--- src/rtl/pwm_decoder_pkg.sv ---
// Shared types and constants for the PWM decoder.
//   PWM_N           : default width of the duty/period results
//   pwm_dec_state_t : decoder state machine encoding (SYNC, HIGH, LOW)
//   maj3            : 2-of-3 majority vote used by the optional glitch filter
package pwm_pkg;

  localparam int PWM_N = 8;

  typedef enum logic [1:0] {
    SYNC = 2'd0,
    HIGH = 2'd1,
    LOW  = 2'd2
  } pwm_dec_state_t;

  function automatic logic maj3(input logic [2:0] v);
    maj3 = (v[0] & v[1]) | (v[0] & v[2]) | (v[1] & v[2]);
  endfunction

endpackage

--- src/rtl/pwm_decoder_if.sv ---
// Signal bundle between the PWM decoder and its environment.
//   ena, step, pwm_in                  : enable, sample strobe, raw PWM line
//   duty, period, valid, static_line   : measurement results
//   master : decoder side (consumes controls, drives results)
//   slave  : environment side (drives controls, consumes results)
interface pwm_decoder_if import pwm_pkg::*; #(
  parameter int N = PWM_N
);
  logic         ena;
  logic         step;
  logic         pwm_in;
  logic [N-1:0] duty;
  logic [N-1:0] period;
  logic         valid;
  logic         static_line;

  modport master (
    input  ena, step, pwm_in,
    output duty, period, valid, static_line
  );

  modport slave (
    output ena, step, pwm_in,
    input  duty, period, valid, static_line
  );
endinterface

--- src/rtl/pwm_decoder_sync_2ff.sv ---
// Two-flop synchronizer for asynchronous inputs.
//   clk, rst : clock, asynchronous active-high reset (flops clear to 0)
//   d        : asynchronous input, W bits
//   q        : synchronized output, two clk cycles behind d
module sync_2ff #(
  parameter int W = 1
) (
  input  logic         clk,
  input  logic         rst,
  input  logic [W-1:0] d,
  output logic [W-1:0] q
);
  logic [W-1:0] meta_q;
  logic [W-1:0] sync_q;

  // Two-stage capture chain.
  always_ff @(posedge clk or posedge rst) begin
    if (rst) begin
      meta_q <= {W{1'b0}};
      sync_q <= {W{1'b0}};
    end else begin
      meta_q <= d;
      sync_q <= meta_q;
    end
  end

  assign q = sync_q;
endmodule

--- src/rtl/pwm_decoder.sv ---
// PWM decoder: measures high time (duty) and period of pwm_in in step ticks.
//   clk, rst : clock, asynchronous active-high reset
//   bus      : pwm_decoder_if.master (ena, step, pwm_in in; duty, period,
//              valid, static_line out; all results registered)
// A result is published on every rising edge seen in LOW; a line without
// edges for 2^N steps publishes a timeout result with static_line set.
// Optional build macro PWM_DECODER_GLITCH_FILTER_EN: edge detection uses the
// 2-of-3 majority of the last three step samples instead of the raw sample.
module pwm_decoder import pwm_pkg::*; #(
  parameter int N = PWM_N
) (
  input  logic          clk,
  input  logic          rst,
  pwm_decoder_if.master bus
);
  localparam logic [N:0] CNT_ZERO = {(N + 1){1'b0}};
  localparam logic [N:0] CNT_ONE  = {{N{1'b0}}, 1'b1};
  localparam logic [N:0] CNT_TOP  = {1'b1, {N{1'b0}}};

  pwm_dec_state_t state_q, state_d;
  logic [N:0]     high_cnt_q, high_cnt_d;
  logic [N:0]     period_cnt_q, period_cnt_d;
  logic           prev_q, prev_d;
  logic [N-1:0]   duty_q, duty_d;
  logic [N-1:0]   period_q, period_d;
  logic           valid_q, valid_d;
  logic           static_q, static_d;

  logic           s;
  logic           samp;
  logic           rise;
  logic           tmo;
  logic [N:0]     period_inc;

  sync_2ff #(.W(1)) u_sync (
    .clk (clk),
    .rst (rst),
    .d   (bus.pwm_in),
    .q   (s)
  );

`ifdef PWM_DECODER_GLITCH_FILTER_EN
  // hist_q[0] is the previous step sample, hist_q[1] the one before it.
  logic [1:0] hist_q, hist_d;

  // Shift the filter history on every strobe.
  always_comb begin
    if (bus.step) begin
      hist_d = {hist_q[0], s};
    end else begin
      hist_d = hist_q;
    end
  end

  // Filter history register.
  always_ff @(posedge clk or posedge rst) begin
    if (rst) begin
      hist_q <= 2'b00;
    end else begin
      hist_q <= hist_d;
    end
  end

  assign samp = maj3({hist_q, s});
`else
  assign samp = s;
`endif

  // HIGH is only ever entered with prev=1, so a rise can occur only in SYNC
  // or LOW; a rise there takes priority over the timeout.
  assign rise       = samp & ~prev_q;
  assign period_inc = period_cnt_q + CNT_ONE;
  assign tmo        = (period_inc == CNT_TOP) && !rise;

  // Previous step sample for edge detection.
  always_comb begin
    if (bus.step) begin
      prev_d = samp;
    end else begin
      prev_d = prev_q;
    end
  end

  // Next-state, counter and result logic.
  always_comb begin
    state_d      = state_q;
    high_cnt_d   = high_cnt_q;
    period_cnt_d = period_cnt_q;
    duty_d       = duty_q;
    period_d     = period_q;
    static_d     = static_q;
    valid_d      = 1'b0;
    if (!bus.ena) begin
      state_d      = SYNC;
      high_cnt_d   = CNT_ZERO;
      period_cnt_d = CNT_ZERO;
    end else if (!bus.step) begin
      state_d = state_q;
    end else if (tmo) begin
      duty_d       = {N{samp}};
      period_d     = {N{1'b1}};
      static_d     = 1'b1;
      valid_d      = 1'b1;
      state_d      = SYNC;
      high_cnt_d   = CNT_ZERO;
      period_cnt_d = CNT_ZERO;
    end else begin
      case (state_q)
        SYNC: begin
          // The period counter runs here only to time out a static line.
          if (rise) begin
            high_cnt_d   = CNT_ONE;
            period_cnt_d = CNT_ONE;
            state_d      = HIGH;
          end else begin
            period_cnt_d = period_inc;
          end
        end
        HIGH: begin
          if (samp) begin
            high_cnt_d   = high_cnt_q + CNT_ONE;
            period_cnt_d = period_inc;
          end else begin
            period_cnt_d = period_inc;
            state_d      = LOW;
          end
        end
        LOW: begin
          if (rise) begin
            duty_d       = high_cnt_q[N-1:0];
            period_d     = period_cnt_q[N-1:0];
            static_d     = 1'b0;
            valid_d      = 1'b1;
            high_cnt_d   = CNT_ONE;
            period_cnt_d = CNT_ONE;
            state_d      = HIGH;
          end else begin
            period_cnt_d = period_inc;
          end
        end
        default: begin
          state_d      = SYNC;
          high_cnt_d   = CNT_ZERO;
          period_cnt_d = CNT_ZERO;
        end
      endcase
    end
  end

  // State, counters and registered results.
  always_ff @(posedge clk or posedge rst) begin
    if (rst) begin
      state_q      <= SYNC;
      high_cnt_q   <= CNT_ZERO;
      period_cnt_q <= CNT_ZERO;
      prev_q       <= 1'b0;
      duty_q       <= {N{1'b0}};
      period_q     <= {N{1'b0}};
      valid_q      <= 1'b0;
      static_q     <= 1'b0;
    end else begin
      state_q      <= state_d;
      high_cnt_q   <= high_cnt_d;
      period_cnt_q <= period_cnt_d;
      prev_q       <= prev_d;
      duty_q       <= duty_d;
      period_q     <= period_d;
      valid_q      <= valid_d;
      static_q     <= static_d;
    end
  end

  assign bus.duty        = duty_q;
  assign bus.period      = period_q;
  assign bus.valid       = valid_q;
  assign bus.static_line = static_q;
endmodule
--- src/flat_wrapper.sv ---
// flat-port wrapper written by rule: the top's interface ports become plain ports
module pwm_decoder_flat import pwm_pkg::*;
#(
  parameter int N = PWM_N
)
  (clk, rst, bus_ena, bus_step, bus_pwm_in, bus_duty, bus_period, bus_valid, bus_static_line);
  pwm_decoder_if #(.N(N)) bus_i ();
  input  logic clk;
  input  logic rst;
  input wire logic [$bits(bus_i.ena)-1:0] bus_ena;
  input wire logic [$bits(bus_i.step)-1:0] bus_step;
  input wire logic [$bits(bus_i.pwm_in)-1:0] bus_pwm_in;
  output wire logic [$bits(bus_i.duty)-1:0] bus_duty;
  output wire logic [$bits(bus_i.period)-1:0] bus_period;
  output wire logic [$bits(bus_i.valid)-1:0] bus_valid;
  output wire logic [$bits(bus_i.static_line)-1:0] bus_static_line;
  assign bus_i.ena = bus_ena;
  assign bus_i.step = bus_step;
  assign bus_i.pwm_in = bus_pwm_in;
  assign bus_duty = bus_i.duty;
  assign bus_period = bus_i.period;
  assign bus_valid = bus_i.valid;
  assign bus_static_line = bus_i.static_line;
  pwm_decoder #(.N(N)) u_core (.clk(clk), .rst(rst), .bus(bus_i));
endmodule
--- config.mk ---
export PLATFORM = sky130hd
export DESIGN_NAME = pwm_decoder_flat
export DESIGN_NICKNAME = d
export VERILOG_FILES = /design/src/rtl/pwm_decoder_pkg.sv /design/src/rtl/pwm_decoder_if.sv /design/src/rtl/pwm_decoder_sync_2ff.sv /design/src/rtl/pwm_decoder.sv /design/src/flat_wrapper.sv
export SDC_FILE = /design/constraint.sdc
export NUM_CORES = 1
export LEC_CHECK = 0
export ABC_AREA = 1
export CORE_MARGIN = 10
export CORE_UTILIZATION = 45
export CTS_CLUSTER_DIAMETER = 120
export DETAILED_ROUTE_END_ITERATION = 8
export DONT_BUFFER_PORTS = 1
export SLEW_MARGIN = 20
export SYNTH_ARGS = -nofsm -noshare
export SYNTH_HDL_FRONTEND = slang
export SYNTH_SLANG_ARGS = --single-unit
export TNS_END_PERCENT = 30
--- constraint.sdc ---
create_clock -name clk -period 1.9 [get_ports clk]
set_input_delay 0.38 -clock clk [delete_from_list [all_inputs] [get_ports clk]]
set_output_delay 0.38 -clock clk [all_outputs]
set_load 0.005 [all_outputs]
==> flow_metrics.py <==
metrics = {
    "floorplanning": {
        "core_area_um2": 4474,
        "dieArea_um2": 7884,
        "chipHeight_um": 88.79,
        "die_w_um": 88.79,
        "ioPinCount": 23,
        "rows": 24,
        "start_util_pct": 47.60,
    },
    "placement": {
        "place_ws_ps": -28.83,
        "gp_congestion": 0.9169,
        "hpwl_um": 3326,
        "portBuffers": 0,
        "dpl_cell_area_um2": 2310,
    },
    "cells_and_area": {
        "syn_to_final_growth_pct": 19.68,
        "layout.cells.most_common": "nand2_1",
        "final_cell_mix": "nand2_1, dfrtp_1, inv_1",
        "postLayoutCellArea_um2": 2549,
        "drive_above_1_share_pct": 20.25,
        "n_antenna_cell": 0,
        "fin_nets": 324,
    },
    "routing": {
        "drcViolationCount": 0,
        "detail-route-antenna-nets": 0,
        "post_drt_wl_per_cell_um": 12.97,
        "num_vias": 1833,
        "wirelength_um": 4773,
        "dr.pass1.iters": 4,
        "first_iter_violations": 89,
        "viasPerCell": 4.981,
    },
    "sta": {
        "timing.final.crit_share_pct": 101.1,
        "finalWorstSetupSlack_ps": -21.64,
        "setup_viol": 9,
        "worst_pin_slew_ps": 517.0,
        "slew_headroom_pct": 65.54,
        "skew_ps": 10.40,
        "period_minus_slack_ps": 1922,
        "hold_viol": 0,
        "hold_slack_ps": 102.5,
        "fmaxAchievable_mhz": 520.4,
        "drv_slew": 0,
        "rsz0062_at_grt": "true",
    },
    "power_and_ir_drop": {
        "ir_drop_uv": 367.2,
        "finalPower_mw": 1.818,
        "p_leak_nw": 1.388,
        "powerDensity_nw_per_um2": 713.4,
    },
    "global_routing": {
        "grt_pass1_vias": 1745,
        "gr-max-usage-layer": "met2",
        "grt_max_degree": 41,
        "use_met3_pct": 3.860,
        "use_met1_pct": 15.65,
        "gr-total-overflow": 0,
        "antenna_found_initial": 0,
        "grt_util_met2_pct": 20.01,
        "grt_pass1_wl_um": 8017,
        "gr-usage-all-layers_pct": 12.68,
    },
    "cts": {
        "clockRootBuffer": "clkbuf_8",
        "ctsLongestPathBuffers": 2,
        "numCtsBuffers": 5,
        "cts_hold_buf": 0,
        "clk_latency_ps": 300,
        "cts.sinks": 40,
        "path_clk_slew_ps": 80,
        "cts_max_level": 2,
        "cts_tree": "done",
    },
    "logic_synthesis": {
        "synth_cell_types": 25,
        "synth_nets": 299,
        "postSynthAreaPerCell_um2": 7.318,
        "ys_seq_area_share_pct": 47.00,
        "syn_inst": 291,
        "synth-seq-cells": 40,
        "netlist_area_um2": 2130,
        "yosys_warnings": 0,
    },
    "critical_path": {
        "critPathArrivalTime_ps": 2150,
        "reg2reg_slack_ps": -20,
        "endpoint_kind": "register",
        "crit_type": "reg2reg",
        "critPathLaunchType": "register",
        "r2r-start": "u_core.period_cnt_q[1]",
        "crit_start": "u_core.period_cnt_q[1]",
        "cp_max_fo": 7,
        "crit_required_ps": 2130,
    },
    "run_status": {
        "outcome": "complete, but fails checks",
        "failed_checks": "setup timing",
    },
    "flow_run": {
        "drv_cap": 0,
    },
    "hold_path": {
        "worst_hold_path_type": "in2async",
    },
}
path summary, 6_finish.rpt:
| kind | endpoint | depth (start not counted) |
|---|---|---|
| max in group asynchronous | u_core.period_cnt_q[2] | 2 |
| min in group clk | u_core.u_sync.meta_q | 0 |
| worst min-delay path | u_core.bus.duty[3] | 2 |
| worst min register to register | u_core.u_sync.q | 0 |
| worst max register to register | u_core.high_cnt_q[1] | 15 |
| worst max-delay path | u_core.high_cnt_q[1] | 15 |
critical path: stages (launching register included):
cell,delay (ps)
dfrtp_1,400
ha_2,210
inv_1,50
nand2_1,50
nand2_2,70
nand2_2,70
nor2_4,120
nand2_2,80
nor2_4,170
nand3_4,110
buf_6,140
nand2_4,60
nor2_4,40
nor2_4,170
nand2_1,80
nand2_1,50
metrics by stage:
stage,util [%],cells,TNS (ps)
2_1_floorplan,-,291,0
3_3_place_gp,51.62,356,0
5_1_grt,56.96,368,-2567
6_report,56.96,368,-85.28
3_5_place_dp,51.62,356,-156.0
4_1_cts,54.95,367,0
what timing repair did:
action | 4_1_cts | 5_1_grt
resized for setup | 11 | 24
pin swaps | 11 | 14
setup endpoints to repair | 16 | 31
hold endpoints to repair | 0 | 0
buffers inserted | 4 | 1
layout make-up:
class                   count  area [um2]
repair buffers             22       188.9
fillers                   438        1926
clock inverters             2       12.51
clock buffers               5       68.82
well taps                  52       65.06
multi-input cells         218        1097
flip-flops and latches     40        1002
inverters                  29       113.9
cells in the mapped netlist:
| master | instances | area (um2) |
|---|---|---|
| ha_1 | 3 | 37.54 |
| xor2_1 | 4 | 35.03 |
| o21ai_0 | 5 | 25.02 |
| buf_6 | 1 | 11.26 |
| nand3_1 | 17 | 85.08 |
| nand2_2 | 2 | 12.51 |
| inv_1 | 27 | 101.4 |
| or2_2 | 1 | 6.260 |
| clkinv_4 | 1 | 8.760 |
| nand3_2 | 1 | 10.01 |
| nand3_4 | 1 | 17.52 |
| dfrtp_1 | 40 | 1001 |
| inv_2 | 1 | 3.750 |
| nor2_1 | 19 | 71.32 |
| a21oi_1 | 1 | 5.000 |
| o22ai_1 | 7 | 43.79 |
| o21ai_1 | 1 | 5.000 |
| nor2_2 | 5 | 31.28 |
| nor2_4 | 1 | 11.26 |
| nand2_1 | 141 | 529.3 |
| buf_2 | 2 | 10.01 |
| nand4_1 | 5 | 31.28 |
| nand3b_1 | 2 | 15.01 |
| xnor2_1 | 2 | 17.52 |
| clkbuf_1 | 1 | 3.750 |
layer usage:
layer,share of wire (%),up-vias
li1,-,955
met1,46,842
met2,47,30
met3,5.0,6
met4,1.4,0
met5,0,-
state kept, by name, indices dropped and copies added, names as in the netlist:
register	cells
u_core.high_cnt_q	8
u_core.bus.valid	1
u_core.bus.period	8
u_core.state_q	2
u_core.prev_q	1
u_core.period_cnt_q	9
u_core.bus.duty	8
u_core.u_sync.meta_q	1
u_core.bus.static_line	1
u_core.u_sync.q	1
cell families (layout without fill, tap and decap cells):
| logic type | count (synthesis) | count (layout) | synth area share [%] |
|---|---|---|---|
| flops | 40 | 40 | 47.00 |
| xor+xnor | 6 | 6 | 2.468 |
| simple gates | 195 | 195 | 38.54 |
| fa+ha+maj | 3 | 3 | 1.763 |
| buf+inv | 33 | 58 | 6.522 |
| compound gates | 14 | 14 | 3.701 |
where the power goes:
part           total (mW)  leakage [nW]  internal [mW]  switching, mW
combinational       0.314         0.805          0.114          0.200
clock               0.537        0.0400          0.248          0.289
sequential          0.967         0.543          0.905         0.0622
(Power assumes the default switching activity.)
